--- config.mk ---
export PLATFORM = sky130hd
export DESIGN_NAME = elevator_dispatcher
export DESIGN_NICKNAME = d
export VERILOG_FILES = /design/src/rtl/elevator_pkg.sv /design/src/rtl/elevator_dispatcher_car_cost.sv /design/src/rtl/elevator_dispatcher.sv
export SDC_FILE = /design/constraint.sdc
export NUM_CORES = 1
export LEC_CHECK = 0
export ABC_CLOCK_PERIOD_IN_PS = 4650
export BUFFER_PORTS_ARGS = -buffer_cell sky130_fd_sc_hd__buf_2
export CAP_MARGIN = 0
export CORE_ASPECT_RATIO = 1.2
export CORE_MARGIN = 5
export CORE_UTILIZATION = 60
export CTS_CLUSTER_DIAMETER = 40
export DETAILED_ROUTE_END_ITERATION = 16
export GPL_ROUTABILITY_DRIVEN = 0
export PLACE_DENSITY = 0.82
export SYNTH_ARGS = -nofsm -noshare
export SYNTH_HDL_FRONTEND = slang
export SYNTH_SLANG_ARGS = --single-unit
export TNS_END_PERCENT = 20
--- constraint.sdc ---
create_clock -name clk_i -period 4.65 [get_ports clk_i]
set_clock_uncertainty 0.2 [all_clocks]
set_input_delay 0.2325 -clock clk_i [delete_from_list [all_inputs] [get_ports clk_i]]
set_output_delay 0.2325 -clock clk_i [all_outputs]
set_load 0.1 [all_outputs]
--- src/rtl/elevator_pkg.sv ---
// Shared definitions for the elevator hall-call dispatcher: direction codes,
// FSM state encoding and the layout of one car's state word {floor, dir}.
package elevator_pkg;

  // Direction codes carried in the low two bits of each car state word.
  // 2'b10 is unused and is treated the same as idle.
  localparam logic [1:0] DIR_UP   = 2'b11;
  localparam logic [1:0] DIR_DOWN = 2'b01;
  localparam logic [1:0] DIR_IDLE = 2'b00;

  // Field layout inside one car state word.
  localparam int DIR_LSB   = 0;
  localparam int DIR_W     = 2;
  localparam int FLOOR_LSB = DIR_LSB + DIR_W;

  // Dispatcher FSM states.
  typedef enum logic [1:0] {
    ST_IDLE  = 2'd0,
    ST_SCAN  = 2'd1,
    ST_EVAL  = 2'd2,
    ST_ISSUE = 2'd3
  } state_e;

  // Bit offset of car 'car' inside the packed car_state bus.
  function automatic int car_lsb(input int car, input int floor_w);
    return car * (floor_w + DIR_W);
  endfunction

endpackage

--- src/rtl/elevator_dispatcher_car_cost.sv ---
// Combinational scorer for one car against one hall-call floor.
// A car moving up is eligible when it is at or below the call, a car moving
// down when it is at or above; idle cars are always eligible. force_i makes
// any car eligible so that distance alone decides.
module car_cost
  import elevator_pkg::*;
#(
  parameter int FLOOR_W = 4
) (
  input  logic [FLOOR_W-1:0] floor_i,
  input  logic [1:0]         dir_i,
  input  logic [FLOOR_W-1:0] obj_i,
  input  logic               force_i,
  output logic               eligible_o,
  output logic [FLOOR_W-1:0] cost_o
);

  logic signed [FLOOR_W:0] diff;
  logic                    dir_ok;

  // Signed distance with one guard bit so floor differences never wrap.
  always_comb begin
    diff   = $signed({1'b0, floor_i}) - $signed({1'b0, obj_i});
    cost_o = diff[FLOOR_W] ? FLOOR_W'(-diff) : FLOOR_W'(diff);
    case (dir_i)
      DIR_UP:   dir_ok = diff[FLOOR_W] || (diff == '0);
      DIR_DOWN: dir_ok = !diff[FLOOR_W];
      DIR_IDLE: dir_ok = 1'b1;
      default:  dir_ok = 1'b1;
    endcase
    eligible_o = force_i || dir_ok;
  end

endmodule

--- src/rtl/elevator_dispatcher.sv ---
// Sequential hall-call dispatcher for an N-car elevator group.
// Hall calls are latched into a per-floor pending mask. The FSM picks the
// next pending floor round-robin (SCAN), scores one car per cycle (EVAL) and
// offers the winning (car, floor) pair until the car controller takes it
// (ISSUE).
//
// Handshakes: a transfer happens on a rising clock edge where valid and
// ready are both high. req_ready_o is high whenever reset is low. Once
// assign_valid_o rises, assign_car_o/assign_floor_o stay constant until the
// edge where assign_ready_i is also high.
//
// Build option: define DISPATCH_AGING_EN to add per-floor age counters. A
// floor whose age reaches AGE_MAX is served by the nearest car regardless of
// direction. Without it a floor no car may serve stays pending.
module elevator_dispatcher
  import elevator_pkg::*;
#(
  parameter  int N_CARS   = 3,
  parameter  int FLOOR_W  = 4,
  parameter  int N_FLOORS = 16,
  parameter  int AGE_MAX  = 4,
  localparam int CAR_W    = $clog2(N_CARS),
  localparam int CW       = FLOOR_W + DIR_W
) (
  input  logic                 clk_i,
  input  logic                 rst_i,
  input  logic                 req_valid_i,
  input  logic [FLOOR_W-1:0]   req_floor_i,
  output logic                 req_ready_o,
  input  logic [N_CARS*CW-1:0] car_state_i,
  output logic                 assign_valid_o,
  output logic [CAR_W-1:0]     assign_car_o,
  output logic [FLOOR_W-1:0]   assign_floor_o,
  input  logic                 assign_ready_i,
  output logic [N_FLOORS-1:0]  pending_o,
  output logic                 busy_o,
  output state_e               dbg_state_o
);

  state_e              state_q;
  logic [FLOOR_W-1:0]  ptr_q;
  logic [FLOOR_W-1:0]  obj_q;
  logic [CAR_W-1:0]    idx_q;
  logic                best_valid_q;
  logic [CAR_W-1:0]    best_car_q;
  logic [FLOOR_W-1:0]  best_cost_q;
  logic [N_FLOORS-1:0] pending_q, pending_d;
  logic                av_q;
  logic [CAR_W-1:0]    ac_q;
  logic [FLOOR_W-1:0]  af_q;

  logic [N_FLOORS-1:0] set_mask, clr_mask;
  logic                handshake;
  logic                scan_hit;
  logic [FLOOR_W-1:0]  scan_obj;
  logic [FLOOR_W-1:0]  next_ptr;
  logic [CW-1:0]       car_word;
  logic                cc_elig;
  logic [FLOOR_W-1:0]  cc_cost;
  logic                force_w;
  logic                take;
  logic                win_valid;
  logic [CAR_W-1:0]    win_car;
  logic                last_car;

  assign req_ready_o    = !rst_i;
  assign assign_valid_o = av_q;
  assign assign_car_o   = ac_q;
  assign assign_floor_o = af_q;
  assign pending_o      = pending_q;
  assign busy_o         = (state_q != ST_IDLE);
  assign dbg_state_o    = state_q;
  assign handshake      = (state_q == ST_ISSUE) && assign_ready_i;
  assign next_ptr       = (obj_q == FLOOR_W'(N_FLOORS - 1)) ? '0 : obj_q + 1'b1;
  assign last_car       = (idx_q == CAR_W'(N_CARS - 1));

  // Pending mask update; a new call wins over the clear of the served floor.
  // Out-of-range floors match no bit and are dropped.
  always_comb begin
    set_mask = '0;
    clr_mask = '0;
    for (int f = 0; f < N_FLOORS; f++) begin
      set_mask[f] = req_valid_i && (req_floor_i == FLOOR_W'(f));
      clr_mask[f] = handshake && (obj_q == FLOOR_W'(f));
    end
    pending_d = (pending_q & ~clr_mask) | set_mask;
  end

  // First pending floor at or after the scan pointer, wrapping around.
  always_comb begin
    scan_hit = 1'b0;
    scan_obj = '0;
    for (int k = N_FLOORS - 1; k >= 0; k--) begin
      if (pending_q[(int'(ptr_q) + k) % N_FLOORS]) begin
        scan_hit = 1'b1;
        scan_obj = FLOOR_W'((int'(ptr_q) + k) % N_FLOORS);
      end
    end
  end

  // Select the state word of the car being evaluated this cycle.
  always_comb begin
    car_word = '0;
    for (int c = 0; c < N_CARS; c++) begin
      if (idx_q == CAR_W'(c)) car_word = car_state_i[car_lsb(c, FLOOR_W) +: CW];
    end
  end

  car_cost #(.FLOOR_W(FLOOR_W)) u_car_cost (
    .floor_i    (car_word[CW-1:FLOOR_LSB]),
    .dir_i      (car_word[DIR_LSB +: DIR_W]),
    .obj_i      (obj_q),
    .force_i    (force_w),
    .eligible_o (cc_elig),
    .cost_o     (cc_cost)
  );

  // Running-best update: strict less-than keeps the lower index on ties.
  always_comb begin
    take      = cc_elig && (!best_valid_q || (cc_cost < best_cost_q));
    win_valid = best_valid_q || cc_elig;
    win_car   = take ? idx_q : best_car_q;
  end

`ifdef DISPATCH_AGING_EN
  localparam int AGE_W = $clog2(AGE_MAX + 1);
  logic [AGE_W-1:0] age_q [N_FLOORS];
  logic             pass_failed;

  assign force_w     = (age_q[obj_q] == AGE_W'(AGE_MAX));
  assign pass_failed = (state_q == ST_EVAL) && last_car && !win_valid;

  // Per-floor age: count failed passes (saturating), clear on assignment.
  always_ff @(posedge clk_i or posedge rst_i) begin
    if (rst_i) begin
      for (int f = 0; f < N_FLOORS; f++) age_q[f] <= '0;
    end else begin
      for (int f = 0; f < N_FLOORS; f++) begin
        if (handshake && (obj_q == FLOOR_W'(f))) begin
          age_q[f] <= '0;
        end else if (pass_failed && (obj_q == FLOOR_W'(f)) &&
                     (age_q[f] != AGE_W'(AGE_MAX))) begin
          age_q[f] <= age_q[f] + 1'b1;
        end
      end
    end
  end
`else
  // Aging compiled out: AGE_MAX is non-negative, so this never forces.
  assign force_w = (AGE_MAX < 0);
`endif

  // Dispatcher FSM with registered offer outputs.
  always_ff @(posedge clk_i or posedge rst_i) begin
    if (rst_i) begin
      state_q      <= ST_IDLE;
      ptr_q        <= '0;
      obj_q        <= '0;
      idx_q        <= '0;
      best_valid_q <= 1'b0;
      best_car_q   <= '0;
      best_cost_q  <= '0;
      pending_q    <= '0;
      av_q         <= 1'b0;
      ac_q         <= '0;
      af_q         <= '0;
    end else begin
      pending_q <= pending_d;
      case (state_q)
        ST_IDLE: begin
          if (pending_q != '0) state_q <= ST_SCAN;
        end
        ST_SCAN: begin
          if (scan_hit) begin
            obj_q        <= scan_obj;
            idx_q        <= '0;
            best_valid_q <= 1'b0;
            state_q      <= ST_EVAL;
          end else begin
            state_q <= ST_IDLE;
          end
        end
        ST_EVAL: begin
          if (take) begin
            best_valid_q <= 1'b1;
            best_car_q   <= idx_q;
            best_cost_q  <= cc_cost;
          end
          if (last_car) begin
            if (win_valid) begin
              av_q    <= 1'b1;
              ac_q    <= win_car;
              af_q    <= obj_q;
              state_q <= ST_ISSUE;
            end else begin
              ptr_q   <= next_ptr;
              state_q <= (pending_d != '0) ? ST_SCAN : ST_IDLE;
            end
          end else begin
            idx_q <= idx_q + 1'b1;
          end
        end
        ST_ISSUE: begin
          if (assign_ready_i) begin
            av_q    <= 1'b0;
            ptr_q   <= next_ptr;
            state_q <= (pending_d != '0) ? ST_SCAN : ST_IDLE;
          end
        end
        default: state_q <= ST_IDLE;
      endcase
    end
  end

endmodule

==> reports/results.txt, run 1 <==
Worst-Skew Late Latency: 0.30 ns
crit path kind: flop to flop
Arr. time, crit path: 4.37 ns
fill count: 591
total number of vias: 4,369
Worst Max-Slew Pin Slew: 0.774 ns
status: complete, no violations
number of diodes: 0
period utilization: 94.3%
Die Ht: 105 um
Post-DP Area: 4830 um^2
# clock sinks: 42
hold path start: req_floor_i[0]
register area share after synthesis: 23.4%
syn_area_per_cell: 9.07 um^2
FP Rows: 34
Final Setup Violations: 0
CTS Buf Count: 5
met1 GRT Util: 36.9%
FF+latch count, synth: 42
GRT met2 Usage: 46.9%
CTS Buffer Depth: 2
max_slew headroom: 48.0%
first-pass GRT wire length: 21,200 um
Worst Path Required: 4.64 ns
GR Layer Usage met3: 3.31%
Total Routing Usage GR: 28.4%
max cap viols: 0
Synthesized Nets: 545
htree depth: 2
share of cells above drive strength 1: 25.0%
number of synthesized flops with an enable pin: 0
Final Cell Area: 4950 um^2
RR Startpoint: idx_q[1]$_DFFE_PP0P_
Core ar.: 7270 um^2
nets@finish: 592
initial antenna violation count: 0
Synth warnings: 0
IO Count: 53
Critical Path Fanout Max: 8
area grow syn2layout: 10.0%
Synth Cell Area: 4500 um^2
root buf cell: clkbuf_8
asr flop ratio synth: 100%
DR WL/cell: 20.0 um
DPL Wire Length: 9390 um
Initial DRC Count: 405
drt first pass iters: 5
Via density: 6.89
starting density of the core: 61.8%
CP startpoint: idx_q[1]$_DFFE_PP0P_
distinct cell type count after synthesis: 67
fmax: 228 MHz
final WL: 12,700 um
Critical Path Source Type: flop
Routed Antenna Nets: 0
Slew Limit Fails: 0
top_reg_cell synth: dfrtp_1
gr busiest metal: met2
vias in the first global route: 4,260
DIE AREA: 9340 um^2
TNS Setup: 0 ns
Setup Buffers After CTS: 0
largest net degree at the start of global routing: 43
Reg clk slew, reported paths: 0.08 ns
Remaining DRCs: 0
I/O Buffers: 52
final hold violation count: 0
Mapped Cells: 496
RSZ-0062 raised after global routing: false
Die Wd: 89.0 um
Final min period: 4.38 ns
Hold WC Path Type: input pin to flop
global route overflow: 0
CTS tree: done
CP endpoint kind: flop
==> critical path: stages, from the launching register on <==
cell,delay [ns]
dfrtp_1,0.42
inv_1,0.14
ha_2,0.28
nor2b_2,0.09
a221o_1,0.32
o21ai_0,0.08
ha_1,0.21
fa_1,0.47
ha_1,0.30
nor2_1,0.04
a21oi_1,0.17
ha_1,0.27
a21o_1,0.16
a21oi_1,0.15
nor2b_1,0.06
o21ai_0,0.21
o21ai_1,0.15
mux2_2,0.29
mux2_2,0.26
==> logic make-up after synthesis <==
kind of cell             share of synthesized area [%]
XOR/XNOR                                          2.87
adder cells (fa/ha/maj)                           6.56
buffers and inverters                             4.14
multiplexers                                      26.0
AO/OA/AOI/OAI                                     20.9
flip-flops                                        23.4
AND/OR/NAND/NOR                                   16.1
==> synth_stat cells (3+ instances only) <==
cell       count  area (um^2)
dfrtp_1       42         1050
nand3_1        6         30.0
and2_1         3         18.8
a21oi_1       22          110
clkbuf_1      12         45.0
ha_1          22          275
nand2_1       54          203
nand4_1        5         31.3
o22ai_1        4         25.0
nor4_1         8         50.1
o21ai_1        7         35.0
xnor2_1        8         70.1
a22oi_1        4         30.0
o211a_1        3         30.0
o31ai_1        4         30.0
o21ai_0       52          260
xor2_1         3         26.3
clkinv_1       3         11.3
o221ai_1       7         61.3
nand2b_1       9         56.3
nor3_1         6         30.0
nor2_1        28          105
a2111oi_0      4         35.0
nor2b_1       12         75.1
inv_1         21         78.8
o211ai_1       3         22.5
a31oi_1        9         56.3
mux4_2        23          518
mux2i_1       22          220
nand3b_1       5         37.5
buf_2          5         25.0
mux2_2        30          338
a211oi_1       3         22.5
==> placed cells by master (no fill, tap or decap), types with 3 or more instances in the layout <==
cell type	count
o21ai_1	9
nand3_1	6
o221ai_1	7
and2_1	3
a2111oi_0	4
o211ai_1	3
clkbuf_8	6
a31oi_1	9
mux4_2	23
clkinv_1	3
xnor2_1	8
nor2b_1	11
xor2_1	3
o22ai_1	4
o211a_1	3
buf_2	52
nor2_1	28
a21oi_1	22
o31ai_1	4
inv_1	21
mux2i_1	22
ha_1	20
nand2_1	54
nand4_1	5
o21ai_0	50
dfrtp_1	41
nand2b_1	9
mux2_2	30
nor4_1	8
nand3b_1	5
a211oi_1	3
a22oi_1	4
buf_4	8
nor3_1	6
==> layer usage <==
layer	part of all wire, %	up-vias	wire length (um)
li1	-	1973	-
met1	39	2072	4920
met2	50	270	6310
met3	7.3	54	931
met4	4.1	0	522
met5	0	-	0
==> state kept, by name, indices dropped and copies added (netlist names) <==
signal / cells
assign_car_o: 2
assign_floor_o: 4
pending_o: 16
idx_q: 2
dbg_state_o: 2
best_valid_q: 1
best_car_q: 2
ptr_q: 4
obj_q: 4
assign_valid_o: 1
best_cost_q: 4
==> final timing paths <==
kind	cells past startpoint	slack [ns]	endpoint
setup / recovery	18	0.27	assign_car_o[0]$_DFFE_PP0P_
min in group asynchronous	4	0.42	pending_o[2]$_DFF_PP0_
hold / removal	2	0.03	pending_o[0]$_DFF_PP0_
hold reg to reg	2	0.30	best_cost_q[0]$_DFFE_PP0P_
max in group asynchronous	4	3.42	idx_q[0]$_DFFE_PP0P_
setup reg to reg	18	0.27	assign_car_o[0]$_DFFE_PP0P_
==> final cells by class <==
cell class | instances | area (um^2) | area share [%]
Clock buffer | 6 | 82.6 | 1.67
Clock inverter | 2 | 12.5 | 0.253
Inverter | 24 | 90.1 | 1.82
Multi-Input combinational cell | 409 | 3270 | 66.0
Sequential cell | 42 | 1050 | 21.3
Tap cell | 90 | 113 | 2.28
Timing Repair Buffer | 61 | 330 | 6.68
==> per-stage QoR <==
| step | util (%) | instances | setup WS (ns) | hold WS [ns] |
|---|---|---|---|---|
| 2_1_floorplan | - | 496 | 0.492 | 0.140 |
| 3_3_place_gp | 66.5 | 625 | 0.373 | 0.197 |
| 3_5_place_dp | 66.5 | 625 | 0.191 | 0.206 |
| 4_1_cts | 67.9 | 634 | 0.159 | 0.0179 |
| 5_1_grt | 68.0 | 634 | 0.0508 | 0.0544 |
| 6_report | 68.0 | 634 | 0.267 | 0.0319 |
==> timing repair <==
action	in CTS	in global routing
hold buffers	1	0
endpoints found under the setup margin	0	2
resized for setup	0	6
endpoints found under the hold margin	42	0
Power of run 1 is left out: the tool's default activity adds up to more than one toggle a clock period on the data nets, which glitch-free logic cannot reach.
==> run 2, diff against run 1 <==
--- a/config.mk
+++ b/config.mk
@@ -5,16 +5,17 @@
 export SDC_FILE = /design/constraint.sdc
 export NUM_CORES = 1
 export LEC_CHECK = 0
+export ABC_AREA = 1
 export ABC_CLOCK_PERIOD_IN_PS = 4650
 export BUFFER_PORTS_ARGS = -buffer_cell sky130_fd_sc_hd__buf_2
 export CAP_MARGIN = 0
 export CORE_ASPECT_RATIO = 1.2
 export CORE_MARGIN = 5
-export CORE_UTILIZATION = 60
+export CORE_UTILIZATION = 59
 export CTS_CLUSTER_DIAMETER = 40
 export DETAILED_ROUTE_END_ITERATION = 16
 export GPL_ROUTABILITY_DRIVEN = 0
-export PLACE_DENSITY = 0.82
+export PLACE_DENSITY = 0.81
 export SYNTH_ARGS = -nofsm -noshare
 export SYNTH_HDL_FRONTEND = slang
 export SYNTH_SLANG_ARGS = --single-unit
==> reports/results.txt, run 2 <==
Setup Buffers After CTS: 0 (unchanged)
crit path kind: flop to flop
Hold WC Path Type: input pin to flop
Synth Cell Area: 4050 um^2 (-9.9%)
Largest register FFs: 16 (unchanged)
most frequent CP cell: nand2_1
CTS Buffer Depth: 2 (unchanged)
Final min period: 4.13 ns (-0.256 ns)
Worst Max-Slew Pin Slew: 0.659 ns (-0.115 ns)
Worst-Skew Late Latency: 0.29 ns (about the same)
FF+latch count, synth: 42 (unchanged)
root buf cell: clkbuf_8
Die Wd: 85.7 um (-3.8%)
Critical Path Fanout Max: 8 (unchanged)
final core utilization: 66.4% (-1.7 points)
DPL Wire Length: 8720 um (-7.2%)
Via density: 5.71 (-17%)
Final Setup Violations: 0 (unchanged)
CP startpoint: idx_q[1]$_DFFE_PP0P_
max_slew headroom: 55.8% (+7.7 points)
FF-to-FF End: best_cost_q[0]$_DFFE_PP0P_
distinct cell type count after synthesis: 44 (-34%)
DIE AREA: 8630 um^2 (-7.5%)
period utilization: 88.8% (-5.5 points)
I/O Buffers: 52 (unchanged)
number of synthesized flops with an enable pin: 0 (unchanged)
Final Cell Area: 4490 um^2 (-9.2%)
RR Startpoint: idx_q[1]$_DFFE_PP0P_
fmax: 242 MHz (+6.2%)
main area contributors after synthesis: dfrtp_1 26%, nand2_1 19%, nand3_1 9.0%, ha_1 6.8%, o21ai_0 6.7%
Reg2Reg Depth: 23 (+5)
htree depth: 2 (unchanged)
register area share after synthesis: 25.9% (+2.6 points)
Arr. time, crit path: 4.10 ns (-0.27 ns)
vias in the first global route: 4,147 (-2.7%)
Mapped Cells: 628 (+27%)
Setup crit end: best_cost_q[0]$_DFFE_PP0P_
Core ar.: 6770 um^2 (-6.9%)
most frequent cell after synthesis: nand2_1
top post-synthesis cells by count: 201 x nand2_1, 73 x nand3_1, 63 x inv_1, 54 x o21ai_0, 46 x a21oi_1
share of cells above drive strength 1: 15.9% (-9.1 points)
syn_area_per_cell: 6.45 um^2 (-29%)
max cap viols: 0 (unchanged)
CTS tree: done
drt first pass iters: 5 (unchanged)
final WL: 11,100 um (-12%)
Post-DP Area: 4360 um^2 (-9.8%)
area grow syn2layout: 10.9%
Placed Cells incl. Taps: 758 (+21%)
Reg clk slew, reported paths: 0.07 ns (about the same)
# clock sinks: 42 (unchanged)
Routed Antenna Nets: 0 (unchanged)
Initial DRC Count: 313 (-23%)
top_reg_cell synth: dfrtp_1
total number of vias: 4,376 (+0.16%)
nets@finish: 729 (+23%)
CP endpoint kind: flop
global route overflow: 0 (unchanged)
Remaining DRCs: 0 (unchanged)
number of diodes: 0 (unchanged)
Yosys top cell by area: dfrtp_1
commonest non-fill, non-tap cell in the layout: nand2_1
Synth warnings: 0 (unchanged)
Worst Path Required: 4.62 ns (-0.02 ns)
TNS Setup: 0 ns (unchanged)
commonest cells after routing, fill and taps aside: 201 x nand2_1, 73 x nand3_1, 63 x inv_1
FP Rows: 33 (-2.9%)
Total Routing Usage GR: 26.4% (-2.0 points)
Die Ht: 101 um (-3.9%)
setup slack, reg-to-reg: 0.52 ns (+0.26 ns)
Layout Cells excl Fill: 767 (+21%)
starting density of the core: 59.8% (-2.0 points)
asr flop ratio synth: 100% (unchanged)
CTS Buf Count: 5 (unchanged)
Synthesized Nets: 677 (+24%)
status: complete, no violations
crit-path max cell delay: 0.40 ns (-0.07 ns)
DR WL/cell: 14.5 um (-27%)
critical path's slowest cell: fa_1
final hold violation count: 0 (unchanged)
largest net degree at the start of global routing: 44 (+2.3%)
initial antenna violation count: 0 (unchanged)
critical-path cell list: inv_1, ha_1, inv_1, nand2_1, inv_1, a22oi_1, nand2_1, o21ai_0, ha_1, fa_1, nand3b_1, and2_1, o21ai_0, xor2_1, ha_1, a21oi_1, o21ai_0, nand2_1, nand2_1, nor2_2, inv_1, nand2_1, o21ai_0
RSZ-0062 raised after global routing: false
first-pass GRT wire length: 18,500 um (-13%)
area share of the leading cell type in the synthesized netlist: 25.9% (+2.6 points)
Slew Limit Fails: 0 (unchanged)
IO Count: 53 (unchanged)
Critical Path Source Type: flop
run 2: changes by cell type after synthesis, sizes merged, moves of 24 or more:
cell,delta
a21oi,+26
inv,+46
mux2,-31
mux2i,-24
mux4,-25
nand2,+168
nand3,+70
run 2: cells by family (layout without fill, tap and decap cells):
family / Yosys count / count (layout) / share of synthesized area, %
flops: 42 / 42 / 25.9
simple gates: 341 / 341 / 37.1
compound gates: 127 / 127 / 17.3
xor+xnor: 12 / 12 / 3.24
buf+inv: 83 / 135 / 9.14
fa+ha+maj: 23 / 23 / 7.29
run 2: what timing repair did:
item                       in CTS  in global routing
setup endpoints to repair       0                  1
hold endpoints to repair       43                  0
resized for setup               0                  1
hold buffers                    2                  0
run 2: metal layers:
| metal | wire length, um | track usage (%) | vias up |
|---|---|---|---|
| li1 | - | - | 2179 |
| met1 | 4650 | 32.6 | 2013 |
| met2 | 5560 | 46.3 | 151 |
| met3 | 557 | 2.62 | 33 |
| met4 | 369 | 12.1 | 0 |
| met5 | 0 | 0 | - |
run 2: worst min path at each step:
stage                               from                     end  slack [ns]  depth (start not counted)
after floorplan           req_floor_i[0]  pending_o[0]$_DFF_PP0_        0.15                          1
after global placement             rst_i  pending_o[0]$_DFF_PP0_        0.19                          3
after detailed placement           rst_i  pending_o[3]$_DFF_PP0_        0.19                          3
after CTS                 req_floor_i[1]  pending_o[0]$_DFF_PP0_        0.03                          2
after global routing      req_floor_i[1]  pending_o[0]$_DFF_PP0_        0.06                          2
final                     req_floor_i[1]  pending_o[0]$_DFF_PP0_        0.05                          2
run 2: layout make-up:
cell class | instances | area (um^2)
sequential | 42 | 1050
timing repair buffer | 60 | 325
tap | 87 | 109
inverter | 68 | 263
clock buffer | 6 | 82.6
multi-input combinational | 503 | 2630
fill | 607 | 2280
clock inverter | 1 | 30.0
run 2: stage by stage:
step                      setup WS, ns  hold slack (ns)
after floorplan                  0.884            0.147
after global placement           0.659            0.185
after detailed placement         0.496            0.191
after CTS                        0.472           0.0346
after global routing            0.0969           0.0579
final                            0.522           0.0512
run 2: worst max-delay path, delay by kind of cell (launching register included):
family	cells	cell delay, ns
fa+ha+maj	4	1.17
simple gates	8	0.97
compound gates	6	0.61
buf+inv	4	0.44
flops	1	0.39
xor+xnor	1	0.23
Power of run 2 is left out for the same reason.
==> run 3, diff against run 2 <==
--- a/config.mk
+++ b/config.mk
@@ -18,5 +18,6 @@
 export PLACE_DENSITY = 0.81
 export SYNTH_ARGS = -nofsm -noshare
 export SYNTH_HDL_FRONTEND = slang
+export SYNTH_HIERARCHICAL = 1
 export SYNTH_SLANG_ARGS = --single-unit
 export TNS_END_PERCENT = 20
==> reports/results.txt, run 3 <==
fill count: 652 (+7.4%)
area share of the leading cell type in the synthesized netlist: 25.4% (-0.53 points)
Total Routing Usage GR: 27.4% (+1.0 points)
status: complete, no violations
FF+latch count, synth: 42 (unchanged)
distinct cell type count after synthesis: 41 (-6.8%)
most frequent cell after synthesis: nand2_1
fmax: 241 MHz (-0.37%)
Synth Cell Area: 4140 um^2 (+2.1%)
crit-path max cell delay: 0.39 ns (about the same)
htree depth: 2 (unchanged)
Critical Path Source Type: flop
largest net degree at the start of global routing: 43 (-2.3%)
IO Count: 53 (unchanged)
vias in the first global route: 4,434 (+6.9%)
critical path's slowest cell: fa_1
commonest cells after routing, fill and taps aside: 211 x nand2_1, 74 x nand3_1, 68 x inv_1
max cap viols: 0 (unchanged)
nets@finish: 754 (+3.4%)
area grow syn2layout: 10.6%
syn_area_per_cell: 6.34 um^2 (-1.8%)
Final min period: 4.14 ns (+0.0154 ns)
number of diodes: 0 (unchanged)
crit path kind: flop to flop
Arr. time, crit path: 4.11 ns (about the same)
Synth warnings: 6 (+6)
final hold violation count: 0 (unchanged)
DR WL/cell: 14.6 um (+0.72%)
initial antenna violation count: 0 (unchanged)
Worst Path Required: 4.62 ns (about the same)
Synthesized Nets: 702 (+3.7%)
drt first pass iters: 5 (unchanged)
CTS tree: done
register area share after synthesis: 25.4% (-0.53 points)
Initial DRC Count: 277 (-12%)
DPL Wire Length: 9020 um (+3.5%)
Mapped Cells: 653 (+4.0%)
Setup Buffers After CTS: 0 (unchanged)
Remaining DRCs: 0 (unchanged)
Hold WC Path Type: input pin to flop
commonest non-fill, non-tap cell in the layout: nand2_1
FP Rows: 33 (unchanged)
Final Setup Violations: 0 (unchanged)
# clock sinks: 42 (unchanged)
met3 WL: 672 um (+21%)
Hold WS: 0.0657 ns (+0.0144 ns)
CP endpoint kind: flop
Reg clk slew, reported paths: 0.08 ns (about the same)
number of synthesized flops with an enable pin: 0 (unchanged)
TNS Setup: 0 ns (unchanged)
CTS Buffer Depth: 2 (unchanged)
crit path buf inv count: 5 (+1)
Yosys top cell by area: dfrtp_1
share of cells above drive strength 1: 16.0% (+0.12 points)
top post-synthesis cells by count: 211 x nand2_1, 74 x nand3_1, 68 x inv_1, 56 x o21ai_0, 48 x a21oi_1
Crit path max-delay family: adder cells
Core ar.: 6850 um^2 (+1.2%)
Slew Limit Fails: 0 (unchanged)
Met2 Routed Length: 5790 um (+4.3%)
CTS Buf Count: 5 (unchanged)
starting density of the core: 60.4% (+0.52 points)
Critical Path Fanout Max: 10 (+2)
Routed Antenna Nets: 0 (unchanged)
Largest register FFs: 16 (unchanged)
I/O Buffers: 52 (unchanged)
DIE AREA: 8790 um^2 (+1.9%)
first-pass GRT wire length: 19,500 um (+5.2%)
RSZ-0062 raised after global routing: false
Worst Max-Slew Pin Slew: 0.564 ns (-0.0947 ns)
critical-path cell list: inv_1, ha_1, nor2_2, a22oi_1, o21ai_0, inv_1, ha_1, fa_1, inv_1, nand3_1, nand2_1, inv_1, o21ai_0, ha_1, o21a_1, o211ai_1, nand2_1, nand2_1, nand2_1, nor2_2, inv_1, nand2_1, o21ai_0
Die Wd: 86.4 um (+0.92%)
Die Ht: 102 um (+0.94%)
max_slew headroom: 62.0% (+6.3 points)
Worst-Skew Late Latency: 0.30 ns (about the same)
period utilization: 89.1% (+0.33 points)
global route overflow: 0 (unchanged)
Via density: 5.69 (-0.27%)
routed metal-1 wirelength: 4720 um (+1.4%)
asr flop ratio synth: 100% (unchanged)
root buf cell: clkbuf_8
uppermost layer routed: met4
top_reg_cell synth: dfrtp_1
main area contributors after synthesis: dfrtp_1 25%, nand2_1 19%, nand3_1 9.0%, o21ai_0 6.8%, ha_1 6.7%
total number of vias: 4,512 (+3.1%)
final WL: 11,600 um (+4.1%)
[run 3: final timing paths]
check | endpoint | from | slack [ns] | cells after the start
worst max register to register | best_car_q[0]$_DFFE_PP0P_ | idx_q[1]$_DFFE_PP0P_ | 0.51 | 23
min in group asynchronous | pending_o[14]$_DFF_PP0_ | rst_i | 0.43 | 4
max in group asynchronous | best_valid_q$_DFFE_PP0P_ | rst_i | 3.46 | 4
worst max-delay path | best_car_q[0]$_DFFE_PP0P_ | idx_q[1]$_DFFE_PP0P_ | 0.51 | 23
worst min register to register | assign_floor_o[2]$_DFFE_PP0P_ | assign_floor_o[2]$_DFFE_PP0P_ | 0.29 | 2
worst min-delay path | pending_o[12]$_DFF_PP0_ | req_floor_i[1] | 0.07 | 4
[run 3: kinds of logic after synthesis]
family,after synthesis,synth area share [%]
flip-flops,42,25.4
adder cells (fa/ha/maj),23,7.14
buffers and inverters,94,10.1
XOR/XNOR,6,2.54
other,1,0.0906
AO/OA/AOI/OAI,129,16.9
AND/OR/NAND/NOR,358,37.8
[run 3: cell type report]
class	instances	area (um^2)	share of cell area (%)
clock inverter	2	37.5	0.820
sequential	42	1050	23.0
timing repair buffer	58	308	6.72
clock buffer	6	72.6	1.59
multi-input combinational	517	2680	58.4
inverter	81	325	7.11
tap	87	109	2.38
[run 3: routing by layer]
layer	global-route usage [%]	vias up
met4	13.1	0
met2	48.7	175
li1	-	2244
met5	0	-
met3	3.58	32
met1	32.5	2061
[run 3: repair_timing]
item | 4_1_cts | 5_1_grt
gates resized for setup | 0 | 2
hold endpoints to repair | 42 | 0
setup endpoints to repair | 0 | 7
hold buffers | 1 | 0
[run 3: stage by stage]
| stage | instances | instance area (um^2) | setup WS (ns) | util (%) |
|---|---|---|---|---|
| floorplan | 653 | 4140 | 0.766 | - |
| global placement | 784 | 4450 | 0.463 | 65.0 |
| detailed placement | 784 | 4450 | 0.285 | 65.0 |
| CTS | 793 | 4570 | 0.276 | 66.7 |
| global route | 793 | 4580 | 0.0488 | 66.8 |
| finish | 793 | 4580 | 0.507 | 66.8 |
[run 3: worst reg2reg max path: cells and delay by family, from the launching register on]
| family | cells | cell delay [ns] |
|---|---|---|
| and+or+nand+nor | 8 | 0.99 |
| AOI/OAI and AO/OA | 6 | 0.84 |
| buffers and inverters | 5 | 0.46 |
| DFF | 1 | 0.38 |
| adders and majority gates | 4 | 1.18 |
Power of run 3 is left out for the same reason.
